--- config.mk ---
export PLATFORM = sky130hd
export DESIGN_NAME = aes_serial_port
export DESIGN_NICKNAME = d
export VERILOG_FILES = /design/src/rtl/aes_link_pkg.sv /design/src/rtl/aes_bit_shifter.sv /design/src/rtl/aes_serial_port.sv
export SDC_FILE = /design/constraint.sdc
export NUM_CORES = 1
export LEC_CHECK = 0
export CAP_MARGIN = 20
export CORE_ASPECT_RATIO = 2
export CORE_MARGIN = 8
export CORE_UTILIZATION = 52
export CTS_CLUSTER_SIZE = 30
export DETAILED_ROUTE_END_ITERATION = 12
export PLACE_DENSITY = 0.87
export SETUP_SLACK_MARGIN = 0.3
export SLEW_MARGIN = 30
export SYNTH_ARGS = -nofsm -noshare
export SYNTH_HDL_FRONTEND = slang
export SYNTH_SLANG_ARGS = --single-unit
--- constraint.sdc ---
create_clock -name clk -period 2.7 [get_ports clk]
set_clock_uncertainty 0.2 [all_clocks]
set_input_delay 0.54 -clock clk [delete_from_list [all_inputs] [get_ports clk]]
set_output_delay 0.54 -clock clk [all_outputs]
set_load 0.01 [all_outputs]
--- src/rtl/aes_link_pkg.sv ---
// Shared types, geometry helpers and FIPS-197 reference vectors for the AES serial link.
package aes_link_pkg;

  typedef enum logic {PH_LOAD = 1'b0, PH_UNLOAD = 1'b1} phase_t;
  typedef enum logic [1:0] {IDLE, SHIFT_IN, SHIFT_OUT} state_t;

  function automatic int dataBits(input int nb);
    return 32 * nb;
  endfunction

  function automatic int keyBits(input int nk);
    return 32 * nk;
  endfunction

  // Default geometry: AES-128 (Nb=4, Nk=4)
  localparam int DATA_BITS  = dataBits(4);
  localparam int KEY_BITS   = keyBits(4);
  localparam int LOAD_LEN   = DATA_BITS + KEY_BITS;
  localparam int UNLOAD_LEN = DATA_BITS;

  localparam logic [127:0] FIPS_PT     = 128'h00112233445566778899aabbccddeeff;
  localparam logic [127:0] FIPS_KEY128 = 128'h000102030405060708090a0b0c0d0e0f;
  localparam logic [127:0] FIPS_CT128  = 128'h69c4e0d86a7b0430d8cdb78070b4c55a;
  localparam logic [255:0] FIPS_KEY256 =
    256'h000102030405060708090a0b0c0d0e0f101112131415161718191a1b1c1d1e1f;
  localparam logic [127:0] FIPS_CT256  = 128'h8ea2b7ca516745bfeafc49904b496089;

endpackage

--- src/rtl/aes_bit_shifter.sv ---
// LSB-first shift register: serial bits enter at the MSB and leave at q[0]; one-cycle load/shift, no backpressure.
module aes_bit_shifter #(
  parameter int W = 8
) (
  input  logic         clk,
  input  logic         rst,
  input  logic         load,
  input  logic [W-1:0] loadVal,
  input  logic         en,
  input  logic         sin,
  output logic [W-1:0] q
);

  always_ff @(posedge clk) begin
    if (!rst)      q <= '0;
    else if (load) q <= loadVal;
    else if (en)   q <= {sin, q[W-1:1]};
  end

endmodule

--- src/rtl/aes_serial_port.sv ---
// cs/miso/mosi responder for an AES core: blk_valid rises the cycle after the last LOAD bit and holds until blk_ready;
// LOADs arriving while the core side is busy are dropped. Optional sticky err port: define AES_SERIAL_ERR_EN.
module aes_serial_port
  import aes_link_pkg::*;
#(
  parameter int Nb    = 4,
  parameter int Nk    = 4,
  parameter int CNT_W = $clog2(32*Nb + 32*Nk + 1)
) (
  input  logic             clk,
  input  logic             rst,
  input  logic             cs,
  input  logic             miso,
  output logic             mosi,
  output logic [32*Nb-1:0] blk_data,
  output logic [32*Nk-1:0] blk_key,
  output logic             blk_valid,
  input  logic             blk_ready,
  input  logic [32*Nb-1:0] res_data,
  input  logic             res_valid,
  output logic             res_ready,
  output logic             busy
`ifdef AES_SERIAL_ERR_EN
  ,
  output logic             err
`endif
);

  localparam int DBITS = dataBits(Nb);
  localparam int LLEN  = DBITS + keyBits(Nk);
  localparam logic [CNT_W-1:0] IN_LAST  = CNT_W'(LLEN);
  localparam logic [CNT_W-1:0] OUT_LAST = CNT_W'(DBITS);

  state_t            state, stateNext;
  phase_t            phase;
  logic              csQ, start, coreIdle;
  logic [CNT_W-1:0]  cnt, cntNext;
  logic              loadOk, outActive, resHeld, resFresh;
  logic              blkValidQ, resReadyQ, mosiQ, mosiNext;
  logic              shInEn, shOutLoad, shOutEn, inDone, outDone;
  logic [DBITS-1:0]  resReg, outQ;
  logic [LLEN-1:0]   inQ;
  logic              unusedOutQ;

  assign start     = !cs && csQ;
  assign coreIdle  = !blkValidQ && !resReadyQ;
  assign unusedOutQ = ^outQ[DBITS-1:1];

  aes_bit_shifter #(.W(LLEN)) inShift (
    .clk(clk), .rst(rst), .load(1'b0), .loadVal('0),
    .en(shInEn), .sin(miso), .q(inQ)
  );

  // Preloaded with result[DBITS-1:1]: bit 0 goes out directly on the start edge.
  aes_bit_shifter #(.W(DBITS)) outShift (
    .clk(clk), .rst(rst), .load(shOutLoad), .loadVal({1'b0, resReg[DBITS-1:1]}),
    .en(shOutEn), .sin(1'b0), .q(outQ)
  );

  always_comb begin
    stateNext = state;
    cntNext   = cnt;
    shInEn    = 1'b0;
    shOutLoad = 1'b0;
    shOutEn   = 1'b0;
    mosiNext  = 1'b0;
    inDone    = 1'b0;
    outDone   = 1'b0;
    if (start) begin
      cntNext = CNT_W'(1);
      if (phase == PH_LOAD) begin
        stateNext = SHIFT_IN;
      end else begin
        stateNext = SHIFT_OUT;
        shOutLoad = 1'b1;
        mosiNext  = resHeld & resReg[0];
      end
    end else begin
      unique case (state)
        SHIFT_IN: begin
          shInEn = loadOk;
          if (cnt == IN_LAST) begin
            stateNext = IDLE;
            inDone    = loadOk;
          end else begin
            cntNext = cnt + 1'b1;
          end
        end
        SHIFT_OUT: begin
          if (cnt == OUT_LAST) begin
            stateNext = IDLE;
            outDone   = outActive;
          end else begin
            shOutEn  = 1'b1;
            mosiNext = outActive & outQ[0];
            cntNext  = cnt + 1'b1;
          end
        end
        default: ;
      endcase
    end
  end

  always_ff @(posedge clk) begin
    if (!rst) begin
      state     <= IDLE;
      phase     <= PH_LOAD;
      csQ       <= 1'b1;
      cnt       <= '0;
      loadOk    <= 1'b0;
      outActive <= 1'b0;
      mosiQ     <= 1'b0;
      blkValidQ <= 1'b0;
      resReadyQ <= 1'b0;
      resHeld   <= 1'b0;
      resFresh  <= 1'b0;
      resReg    <= '0;
    end else begin
      state <= stateNext;
      cnt   <= cntNext;
      csQ   <= cs;
      mosiQ <= mosiNext;
      if (start) begin
        phase <= (phase == PH_LOAD) ? PH_UNLOAD : PH_LOAD;
        if (phase == PH_LOAD) begin
          loadOk <= coreIdle;
        end else begin
          outActive <= resHeld;
          resFresh  <= 1'b0;
        end
      end
      if (inDone) begin
        blkValidQ <= 1'b1;
      end else if (blkValidQ && blk_ready) begin
        blkValidQ <= 1'b0;
        resReadyQ <= 1'b1;
      end
      // A result captured while an UNLOAD is shifting must survive that frame's end.
      if (resReadyQ && res_valid) begin
        resReg    <= res_data;
        resHeld   <= 1'b1;
        resReadyQ <= 1'b0;
        resFresh  <= 1'b1;
      end else if (outDone && !resFresh) begin
        resHeld <= 1'b0;
      end
    end
  end

`ifdef AES_SERIAL_ERR_EN
  logic errQ;
  always_ff @(posedge clk) begin
    if (!rst) errQ <= 1'b0;
    else if (start && ((phase == PH_LOAD) ? !coreIdle : !resHeld)) errQ <= 1'b1;
  end
  assign err = errQ;
`endif

  assign mosi      = mosiQ;
  assign blk_data  = inQ[DBITS-1:0];
  assign blk_key   = inQ[LLEN-1:DBITS];
  assign blk_valid = blkValidQ;
  assign res_ready = resReadyQ;
  assign busy      = (state == SHIFT_IN) || (state == SHIFT_OUT);

endmodule

Yosys cells after proc, flatten, opt, wreduce, memory -nomap -nowiden
Cells that the tools add are included.
- $add $sub $neg: 1
- equality and inequality tests: 10
- mux-type cells: 36
- bitwise logic cells: 5
- reductions and logical operators: 26
- operators by type and width (operator ; number):
    $mux 127 ; 2
    $mux 1 ; 26
    $mux 9 ; 2
    $pmux 9 s2 ; 1
    $ne 3x3->1 const B ; 4
    $reduce_bool 2->1 ; 6
    $add 9x1->9 const B ; 1
    $eq 9x8->1 const B ; 1
    $eq 9x9->1 const B ; 1
    $reduce_and 3->1 ; 3
    $mux 2 ; 4
    $reduce_and 2->1 ; 4
    $logic_and 1x1->1 ; 5
    $logic_not 1->1 ; 4
    $ne 2x2->1 const B ; 2
    $pmux 2 s2 ; 1
    $reduce_or 2->1 ; 2
    $not 1->1 ; 3
    $reduce_bool 3->1 ; 1
    $and 1x1->1 ; 2
    $eq 2x1->1 const B ; 1
    $eq 2x2->1 const B ; 1
    $logic_or 1x1->1 ; 1
- register bits: 531
- word-level logic and storage cells: 93

Depth between registers and ports, before layout
Gate-level depths: netlist of run 1.
- depth after elaboration: 7
- mapped depth: 9
- gate-level depth less buffers: 6

Hierarchy
Synthesis of run 1 repeated with hierarchy kept, for this count alone.
- cells, all modules: 2377
- area total of the unflattened synthesis: 25112.8 um^2
- modules (own cells, without submodules) (module ; times used ; cells an instance ; area an instance (um^2)):
    aes_bit_shifter at inShift ; 1 ; 1136 ; 12862.3
    aes_bit_shifter at outShift ; 1 ; 568 ; 6505.0
    aes_serial_port ; 1 ; 673 ; 5745.5

Worst setup path after synthesis of run 1
Ideal clock, no wire load.
- path type: reg2reg
- from: reg cnt[0]
- to: reg outShift.q[100]
- setup time: 0.118 ns
- data arrival time: 1.668 ns
- data required time: 2.382 ns
- path slack: 0.714 ns
- cell stages (with the launch flop): 10
- period minus slack after synthesis: 1.986 ns
- cell sequence: dfxtp_1 > inv_1 > ha_1 > nor2b_1 > and4b_1 > o21a_1 > buf_4 > buf_12 > buf_12 > mux2i_1
- cells in the longest elaborated chain, start to end: 5
- RTL lines (what ; RTL line ; text):
    from (decl) ; aes_serial_port.sv:37 ; logic [CNT_W-1:0] cnt, cntNext;
    from (signal assigned) ; aes_serial_port.sv:120 ; cnt <= cntNext;
    $eq 9x8->1 ; aes_serial_port.sv:90 ; if (cnt == OUT_LAST) begin
    $mux 1 ; aes_serial_port.sv:90 ;
    $mux 1 ; aes_serial_port.sv:79 ; unique case (state)
    $mux 1 ; aes_serial_port.sv:69 ; if (start) begin
    $reduce_bool 2->1 (no source line) ; n/a ;
    to (signal assigned) ; aes_bit_shifter.sv:16 ; else if (load) q <= loadVal;
    to (signal assigned) ; aes_bit_shifter.sv:17 ; else if (en) q <= {sin, q[W-1:1]};
    to (decl) ; aes_bit_shifter.sv:11 ; output logic [W-1:0] q
No other way between the ends.
A chain may end at the register's enable or synchronous reset.

Worst setup path in the final report of run 1
- from: reg inShift.q[2]
- to: out blk_data[2]
- RTL lines (what ; RTL line ; text):
    from (decl) ; aes_bit_shifter.sv:11 ;
    from (signal assigned) ; aes_bit_shifter.sv:16 ;
    from (signal assigned) ; aes_bit_shifter.sv:17 ;
    to (decl) ; aes_serial_port.sv:15 ; output logic [32*Nb-1:0] blk_data,
No word-level cell between the ends.

==> impl_metrics.csv, run 1 <==
group,metric,value,unit
outcome,status,"finished, final reports clean",
clocking,cts_tree,"done",
synthesis,synthesis.nets,2611,
routing,first_pass_iters,5,
worst_setup_path,critPathMaxFanout,3,
synthesis,synth_seq_area_share,51.8,%
sta,period_minus_slack,2.33,ns
routing,wl_per_cell,16.0,um
worst_setup_path,cpMaxStageDelayCell,"clkdlybuf4s50_1",
synthesis,syn_area,20500,sq um
power_and_ir_drop,total_power,15.2,mW
worst_setup_path,worstSetupPathType,"flip-flop to output pin",
sta,fmax,430,MHz
routing,vias,17400,
worst_setup_path,crit_path_end_kind,"output pin",
worst_setup_path,r2r_cells,7,
clocking,cts_max_level,2,
clocking,cts_buffers,45,
worst_setup_path,r2r-start,"cnt[0]$_SDFFE_PN0P_",
hold_path,holdPathEnd,"inShift.q[18]$_SDFFE_PN0P_",
finish,final_common_cell,"nand2_1",
finish,stdcell_area,26500,sq um
placed_design,portBuffers,393,
worst_setup_path,cp_top_family,"buffers and inverters",
floorplanning,io_pins,394,
hold_path,hold_start,"rst",
finish,antenna_cells,0,
synthesis,synth_edf_count,0,
sta,rsz0062_at_grt,"yes",
worst_setup_path,worstPathArrival,1.59,ns
routing,drt_iter0_drc,854,
sta,layout_setup_ws,0.375,ns
floorplanning,die_w,157,um
finish,drive_gt1_share,9.12,%
sta,fin_crit_sh,86.1,%
sta,setup-violations-final,0,
floorplanning,die_h,297,um
sta,maxSlewHeadroom,52.2,%
clocking,clock_sinks,531,
sta,drv_slew,0,
floorplanning,rows,103,
hold_path,min_path_type,"primary input to flip-flop",
floorplanning,fp.coreArea,39200,sq um
global_route,grt-ovfl-total,0,
routing,totalWireLength,53.2,mm
global_route,antenna_found_initial,4,
finish,most-common-layout-cells,"1029 x nand2_1, 529 x dfxtp_1, 392 x a21oi_1",
sta,hold_slack,0.206,ns
power_and_ir_drop,ir_worst_vdd,0.583,mV
global_route,grt_max_degree,102,
clocking,cts_max_path_buffers,3,
synthesis,async_reset_ff_share,0,%
synthesis,yosys_warnings,0,
clocking,hold_buffers,0,
sta,hold_violations,0,
worst_setup_path,r2r_slack,0.44,ns
synthesis,synthFlopType,"dfxtp_1",
floorplanning,initial_core_util,52.4,%
worst_setup_path,critical_path.cell_chain,"clkdlybuf4s50_1",
synthesis,ys_ff_latch,531,
synthesis,syn_inst,2473,
clocking,cts_root_buf,"clkbuf_16",
worst_setup_path,worst-path-buf-inv,1,
worst_setup_path,r2r-end,"outShift.q[72]$_SDFFE_PN0P_",
placed_design,pre_cts_slack,0.114,ns
run,cap_violations,0,
routing,drc,0,
placed_design,place_congestion,0.798,
routing,avgViaCountPerCell,5.23,
sta,worst_pin_slew,0.718,ns
finish,syn_to_final_growth,29.1,%
worst_setup_path,crit_required,1.96,ns
floorplanning,die_area,46500,sq um
synthesis,avgSynthCellArea,8.30,sq um
finish,layout.nets,2911,
placed_design,dp_hpwl,36.2,mm
synthesis,synth.distinct_cells,41,
sta,fin_setup_tns,0,ns
finish,fin_cells,3332,
worst_setup_path,slowest_delay,0.58,ns
power_and_ir_drop,power_leakage,9.68,nW
worst_setup_path,start_kind,"flip-flop",
global_route,grt_pass1_wl,84.9,mm
placed_design,placed_area,25000,sq um
clocking,clk_pin_slew,0.07,ns
global_route,grt_pass1_vias,16700,
placed_design,dp_cells,3251,
power_and_ir_drop,powerDensity,574,nW/um^2
finish,fin_util,67.7,%
clocking,clk_latency,0.56,ns
hold_path,min_path_cells,3,
global_route,track_usage,21.8,%
routing,ant_nets,0,
-- state kept, by name, summed over array words and instances (netlist names), 2 cells and up --
name	count
inShift.q	256
cnt	9
resReg	128
outShift.q	127
state	2
-- report_power, final --
part	switching, mW	internal (mW)	total (mW)
combinational	0.390	0.343	0.733
sequential	0.0116	7.84	7.85
clock	2.89	3.75	6.64
-- worst max-delay path by stage --
stage,endpoint,cells past startpoint,from
after floorplan,outShift.q[100]$_SDFFE_PN0P_,9,cnt[0]$_SDFFE_PN0P_
after global placement,inShift.q[85]$_SDFFE_PN0P_,7,cs
after detailed placement,inShift.q[86]$_SDFFE_PN0P_,7,cs
after CTS,busy,4,state[0]$_SDFFE_PN0P_
after global routing,outShift.q[72]$_SDFFE_PN0P_,7,cnt[0]$_SDFFE_PN0P_
final,blk_data[2],1,inShift.q[2]$_SDFFE_PN0P_
-- Yosys cell counts (5+ instances only) --
| master | count | area (sq um) |
|---|---|---|
| a21oi_1 | 392 | 1960 |
| buf_1 | 10 | 37.5 |
| buf_12 | 5 | 100 |
| buf_2 | 33 | 165 |
| buf_4 | 9 | 67.6 |
| clkbuf_1 | 132 | 495 |
| dfxtp_1 | 531 | 10600 |
| inv_1 | 7 | 26.3 |
| mux2_2 | 126 | 1420 |
| mux2i_1 | 129 | 1290 |
| nand2_1 | 1030 | 3870 |
| nand3_1 | 6 | 30.0 |
| nand4_1 | 5 | 31.3 |
| nor2_1 | 9 | 33.8 |
-- tightest hold or removal path, cell delays in order --
cell and delay (ns):
buf_6 0.12, inv_8 0.11, a21oi_1 0.14
-- per-layer routing --
layer  global-route usage, %  share of wire [%]  wire length (um)  up-vias
met2                    36.3                 48             25600      512
met5                       0              0.077                41        -
met1                    26.4                 41             21700     8205
li1                        -                  -                 -     8619
met4                    6.83                2.8              1480        6
met3                    6.37                8.2              4380       98
-- what timing repair did --
item,CTS,global route
hold endpoints to repair,0,0
pin swaps,0,0
setup buffers,0,0
setup endpoints to repair,2,4
resized for setup,2,4
-- cell type report --
| cell class | count | area [sq um] |
|---|---|---|
| Timing Repair Buffer | 442 | 4640 |
| Clock buffer | 63 | 1250 |
| Multi-Input combinational cell | 1745 | 9040 |
| Sequential cell | 531 | 10600 |
| Clock inverter | 18 | 245 |
| Tap cell | 525 | 657 |
| Fill cell | 3042 | 12700 |
| Inverter | 8 | 37.5 |
-- cell families after synthesis --
| kind of cell | synth area share [%] |
|---|---|
| fa+ha+maj | 0.244 |
| mux | 13.2 |
| xor+xnor | 0.213 |
| buf+inv | 4.36 |
| compound gates | 9.95 |
| flops | 51.8 |
| simple gates | 20.3 |
No activity file was read; power rests on OpenSTA's default activity.
==> run 2: changes to the inputs <==
--- a/config.mk
+++ b/config.mk
@@ -8,10 +8,10 @@
 export CAP_MARGIN = 20
 export CORE_ASPECT_RATIO = 2
 export CORE_MARGIN = 8
-export CORE_UTILIZATION = 52
+export CORE_UTILIZATION = 47
 export CTS_CLUSTER_SIZE = 30
 export DETAILED_ROUTE_END_ITERATION = 12
-export PLACE_DENSITY = 0.87
+export PLACE_DENSITY = 0.83
 export SETUP_SLACK_MARGIN = 0.3
 export SLEW_MARGIN = 30
 export SYNTH_ARGS = -nofsm -noshare
==> constraint.sdc (replaced) <==
create_clock -name clk -period 1.9 [get_ports clk]
set_clock_uncertainty 0.2 [all_clocks]
set_input_delay 0.38 -clock clk [delete_from_list [all_inputs] [get_ports clk]]
set_output_delay 0.38 -clock clk [all_outputs]
set_load 0.01 [all_outputs]
==> run 2 against run 1 <==
The flow now finishes with violations (negative setup slack). Sequential cell count unchanged. Cell area is 14% higher. Combinational power up 110%. First-iteration DRC count rose by 140%. Power rose by 48%. Critical path depth grew 6. Die area is 9.8% higher. Global-route usage increased by 1.8 points. Non-clock buffer count grew 226. Critical path type is now flip-flop to flip-flop. Critical endpoint is now inShift.q[171]$_SDFFE_PN0P_.
==> impl_metrics.csv, run 2 (synthesis results as in run 1) <==
group,metric,value,unit
outcome,status,"complete, but fails checks",
outcome,violations,"negative setup slack",
clocking,clk_pin_slew,0.08,ns
finish,top_register,"inShift.q",
worst_setup_path,worstSetupPathType,"flip-flop to flip-flop",
routing,avgViaCountPerCell,5.69,
sta,hold_violations,0,
finish,nFillCells,2839,
worst_setup_path,start_kind,"flip-flop",
worst_setup_path,r2r_slack,-0.39,ns
worst_setup_path,crit_required,2.09,ns
clocking,cts_root_buf,"clkbuf_16",
power_and_ir_drop,total_power,22.5,mW
finish,layout.nets,3138,
global_route,track_usage,23.6,%
sta,setup-violations-final,153,
power_and_ir_drop,powerDensity,740,nW/um^2
sta,drv_slew,0,
worst_setup_path,r2r-start,"state[0]$_SDFFE_PN0P_",
global_route,grt_pass1_wl,98.3,mm
worst_setup_path,crit_path_end_kind,"flip-flop",
sta,fmax,437,MHz
worst_setup_path,critPathMaxFanout,10,
routing,totalWireLength,78.7,mm
power_and_ir_drop,power_leakage,13.2,nW
finish,drive_gt1_share,32.0,%
worst_setup_path,worstPathArrival,2.48,ns
run,cap_violations,0,
routing,first_pass_iters,8,
finish,final_common_cell,"nand2_1",
clocking,clock_sinks,531,
sta,rsz0062_at_grt,"yes",
placed_design,dp_hpwl,41.2,mm
sta,fin_crit_sh,120,%
finish,syn_to_final_growth,47.8,%
routing,ant_nets,0,
worst_setup_path,worstSetupStartpoint,"state[0]$_SDFFE_PN0P_",
finish,top_regs,"inShift.q: 256 flops, resReg: 128 flops, outShift.q: 127 flops",
floorplanning,die_area,51000,sq um
global_route,grt_max_degree,115,
clocking,cts_buffers,46,
routing,wl_per_cell,21.9,um
floorplanning,io_pins,394,
routing,drt_iter0_drc,2037,
floorplanning,initial_core_util,47.5,%
floorplanning,fp.coreArea,43200,sq um
floorplanning,rows,108,
placed_design,place_congestion,0.822,
clocking,cts_max_path_buffers,3,
routing,drc,0,
power_and_ir_drop,ir_worst_vdd,0.806,mV
hold_path,min_path_type,"primary input to flip-flop",
finish,largest_register_ffs,256,
clocking,cts_max_level,2,
finish,fin_util,70.2,%
floorplanning,die_h,312,um
global_route,antenna_found_initial,0,
hold_path,min_path_cells,3,
sta,layout_setup_ws,-0.387,ns
sta,hold_slack,0.0701,ns
sta,worst_pin_slew,0.657,ns
floorplanning,die_w,164,um
clocking,cts_tree,"done",
sta,period_minus_slack,2.29,ns
global_route,grt_pass1_vias,19400,
placed_design,portBuffers,393,
sta,maxSlewHeadroom,56.2,%
hold_path,hold_start,"rst",
global_route,grt-ovfl-total,0,
finish,most-common-layout-cells,"960 x nand2_1, 369 x dfxtp_1, 309 x a21oi_1",
routing,vias,20400,
worst_setup_path,r2r_cells,7,
finish,antenna_cells,0,
clocking,clk_latency,0.55,ns
## run 2: changes by cell type in the layout (fill, tap and decap cells not counted), sizes merged
cell | before | now
buf | 50 | 412
clkdlybuf4s50 | 391 | 132
dlygate4sd2 | 0 | 102
clkbuf | 64 | 81
dlygate4sd3 | 0 | 5
clkinv | 11 | 13
bufinv | 5 | 4
clkinvlp | 0 | 1
## run 2: final timing paths
| path | to |
|---|---|
| max | inShift.q[171]$_SDFFE_PN0P_ |
| min | csQ$_SDFF_PN1_ |
| max reg2reg | inShift.q[171]$_SDFFE_PN0P_ |
| min reg2reg | resReg[25]$_SDFFE_PN0P_ |
## run 2: layer usage
metal | part of all wire, % | GRT usage, % | up-vias
met3 | 9.0 | 4.25 | 430
li1 | - | - | 9107
met1 | 33 | 23.6 | 9629
met2 | 49 | 43.0 | 1220
met4 | 8.4 | 16.1 | 2
met5 | 0.061 | 0 | -
## run 2: metrics by stage
stage / setup slack, ns / cell area, sq um / TNS [ns] / instances
6_report: -0.387 / 30400 / -11.67 / 3586
5_1_grt: -0.378 / 30400 / -24.03 / 3586
4_1_cts: -0.0725 / 28400 / -3.32 / 3519
3_5_place_dp: -0.468 / 25500 / -142.65 / 3315
3_3_place_gp: -0.421 / 25500 / -120.34 / 3315
2_1_floorplan: 0.0335 / 20700 / 0 / 2473
## run 2: cell type report
type / count / area [sq um] / area share, %
clock buffer: 64 / 1340 / 4.41
timing repair buffer: 668 / 7210 / 23.8
sequential: 531 / 10900 / 35.9
clock inverter: 20 / 221 / 0.730
tap: 550 / 688 / 2.27
multi-input combinational: 1745 / 9940 / 32.8
inverter: 8 / 40.0 / 0.132
## run 2: where the power goes
group          switching, mW  total (mW)  internal [mW]
Clock                   4.33        9.83           5.51
Combinational          0.735        1.51          0.778
Sequential            0.0122        11.1           11.1
Total                   5.07        22.5           17.4
## run 2: timing repair
| action | in CTS | in global routing |
|---|---|---|
| gates resized for setup | 1014 | 434 |
| hold buffers | 4 | 1 |
| pin swaps | 13 | 129 |
| gates cloned | 6 | 25 |
| setup buffers | 110 | 41 |
| hold endpoints to repair | 9 | 1 |
| setup endpoints to repair | 654 | 661 |
## run 2: worst max-delay path, stage by stage (launching register included)
cell	delay (ns)
dfxtp_2	0.35
buf_6	0.10
ha_4	0.17
and3_4	0.31
clkbuf_16	0.22
buf_6	0.17
nand2_1	0.07
a21oi_1	0.52
==> run 3: changes to the inputs <==
--- a/config.mk
+++ b/config.mk
@@ -8,10 +8,10 @@
 export CAP_MARGIN = 20
 export CORE_ASPECT_RATIO = 2
 export CORE_MARGIN = 8
-export CORE_UTILIZATION = 47
+export CORE_UTILIZATION = 56
 export CTS_CLUSTER_SIZE = 30
 export DETAILED_ROUTE_END_ITERATION = 12
-export PLACE_DENSITY = 0.83
+export PLACE_DENSITY = 0.92
 export SETUP_SLACK_MARGIN = 0.3
 export SLEW_MARGIN = 30
 export SYNTH_ARGS = -nofsm -noshare
==> constraint.sdc (replaced) <==
create_clock -name clk -period 2.85 [get_ports clk]
set_clock_uncertainty 0.2 [all_clocks]
set_input_delay 0.57 -clock clk [delete_from_list [all_inputs] [get_ports clk]]
set_output_delay 0.57 -clock clk [all_outputs]
set_load 0.01 [all_outputs]
==> run 3 against run 2 <==
The flow now finishes without violations. Cell area fell by 13%. Sequential power fell by 33%. Critical path depth fell by 3. Clock power fell by 36%. Core utilization rose by 2.6 points. Combinational power fell by 54%. Worst hold slack improved by 0.13 ns. Power fell by 36%. Sequential cell count did not move. Global-route usage rose by 2.8 points. Wire length fell by 24%. Largest power group unchanged.
==> impl_metrics.csv, run 3 (synthesis results as in run 1) <==
group,metric,value,unit
worst_setup_path,crit_path_frequent_cell,"inv_1",
global_route,track_usage,26.4,%
global_route,met2_usage,46.6,%
global_route,antenna_found_initial,4,
sta,maxSlewHeadroom,58.3,%
power_and_ir_drop,clkPwrFrac,43.7,%
power_and_ir_drop,sw_frac_of_total,22.0,%
power_and_ir_drop,pwr-share-comb,4.8,%
floorplanning,die_w,151,um
global_route,grt-ovfl-total,0,
sta,fmax,415,MHz
finish,most-common-layout-cells,"1029 x nand2_1, 531 x dfxtp_1, 392 x a21oi_1",
worst_setup_path,slowest_delay,0.37,ns
floorplanning,initial_core_util,56.6,%
worst_setup_path,worstSetupPathType,"flip-flop to output pin",
sta,drv_slew,0,
floorplanning,io_pins,394,
worst_setup_path,critical_path.cell_chain,"inv_1, ha_1, inv_1, dlygate4sd2_1",
finish,drive_gt1_share,9.29,%
worst_setup_path,crit_required,2.08,ns
power_and_ir_drop,internal_power,11.3,mW
worst_setup_path,start_kind,"flip-flop",
sta,hold_violations,0,
global_route,grt_pass1_wl,93.2,mm
sta,fin_setup_tns,0,ns
clocking,cts_tree,"done",
worst_setup_path,critPathMaxFanout,3,
finish,syn_to_final_growth,28.6,%
sta,worst_pin_slew,0.625,ns
finish,top_regs,"inShift.q: 256 flops, resReg: 128 flops, outShift.q: 127 flops",
global_route,grt_pass1_vias,18800,
clocking,cts_max_path_buffers,3,
worst_setup_path,worstPathArrival,1.64,ns
worst_setup_path,worstSetupStartpoint,"state[0]$_SDFFE_PN0P_",
routing,avgViaCountPerCell,5.54,
clocking,clk_pin_slew,0.07,ns
global_route,grt.busiest_layer,"met2",
floorplanning,rows,99,
global_route,met3_usage,8.23,%
floorplanning,fp.coreArea,36300,sq um
finish,fin_util,72.8,%
finish,largest_register_ffs,256,
sta,setup-violations-final,0,
routing,wl_per_cell,18.2,um
sta,hold_slack,0.196,ns
worst_setup_path,crit_path_end_kind,"output pin",
power_and_ir_drop,p_sw,3.17,mW
routing,totalWireLength,59.5,mm
clocking,cts_max_level,2,
power_and_ir_drop,power_leakage,9.68,nW
power_and_ir_drop,seqPwrFrac,51.5,%
finish,nFillCells,2344,
run,cap_violations,0,
worst_setup_path,cpMaxStageDelayCell,"dfxtp_1",
clocking,cts_root_buf,"clkbuf_16",
routing,ant_nets,0,
sta,fin_crit_sh,84.5,%
clocking,cts_resized,1,
clocking,clock_sinks,531,
sta,period_minus_slack,2.41,ns
hold_path,min_path_type,"primary input to flip-flop",
placed_design,dp_hpwl,39.6,mm
finish,final_common_cell,"nand2_1",
clocking,hold_buffers,0,
sta,rsz0062_at_grt,"no",
routing,first_pass_iters,5,
routing,drc,0,
finish,top_register,"inShift.q",
clocking,clk_latency,0.56,ns
power_and_ir_drop,powerDensity,546,nW/um^2
power_and_ir_drop,ir_worst_vdd,0.677,mV
routing,vias,18100,
clocking,cts_buffers,45,
worst_setup_path,r2r-start,"cnt[0]$_SDFFE_PN0P_",
outcome,status,"finished, final reports clean",
routing,drt_iter0_drc,1021,
global_route,grt_max_degree,143,
placed_design,place_congestion,0.823,
finish,layout.nets,2913,
clocking,postCtsSetupRepairBufs,0,
global_route,grt_use_met1,26.0,%
hold_path,hold_start,"rst",
floorplanning,die_area,43400,sq um
placed_design,portBuffers,393,
floorplanning,die_h,287,um
run 3: metal layers:
layer / vias up / share of wire (%)
met3: 208 / 8.3
met1: 8617 / 34
met5: - / 0.022
met4: 2 / 6.6
li1: 8620 / -
met2: 653 / 51
run 3: worst max-delay path: cells and delay by family, from the launching register on:
family	cells	cell delay [ns]
adders and majority gates	1	0.29
DFF	1	0.37
buffers and inverters	3	0.44
run 3: path summary, 6_finish.rpt:
check / endpoint / slack, ns / cells after the start
hold / removal: outShift.q[16]$_SDFFE_PN0P_ / 0.20 / 3
hold reg to reg: resReg[70]$_SDFFE_PN0P_ / 0.25 / 2
setup / recovery: busy / 0.44 / 4
setup reg to reg: outShift.q[70]$_SDFFE_PN0P_ / 0.58 / 7
run 3: area by class of cell:
type / instances / area, sq um / share of cell area [%]
inverters: 8 / 37.5 / 0.142
repair buffers: 444 / 4620 / 17.5
diodes: 5 / 12.5 / 0.0474
clock inverters: 20 / 196 / 0.744
well taps: 454 / 568 / 2.15
clock buffers: 61 / 1310 / 4.95
multi-input cells: 1745 / 9040 / 34.2
flip-flops and latches: 531 / 10600 / 40.2
run 3: power groups by stage:
stage               clock network [mW]  logic (mW)  registers, mW
floorplan                            0       0.412           7.60
CTS                               6.36       0.692           7.44
global placement                     0       0.677           7.60
detailed placement                   0       0.689           7.61
global route                      6.66       0.736           7.43
finish                            6.30       0.694           7.44
run 3: metrics by stage:
step           instances  setup WS (ns)  instance area, sq um  power, mW
6_report            3268          0.443                 26400       14.4
2_1_floorplan       2473          0.864                 20500       8.01
4_1_cts             3263          0.401                 26400       14.5
3_3_place_gp        3182          0.299                 24900       8.28
5_1_grt             3267          0.329                 26400       14.8
3_5_place_dp        3182          0.212                 24900       8.29
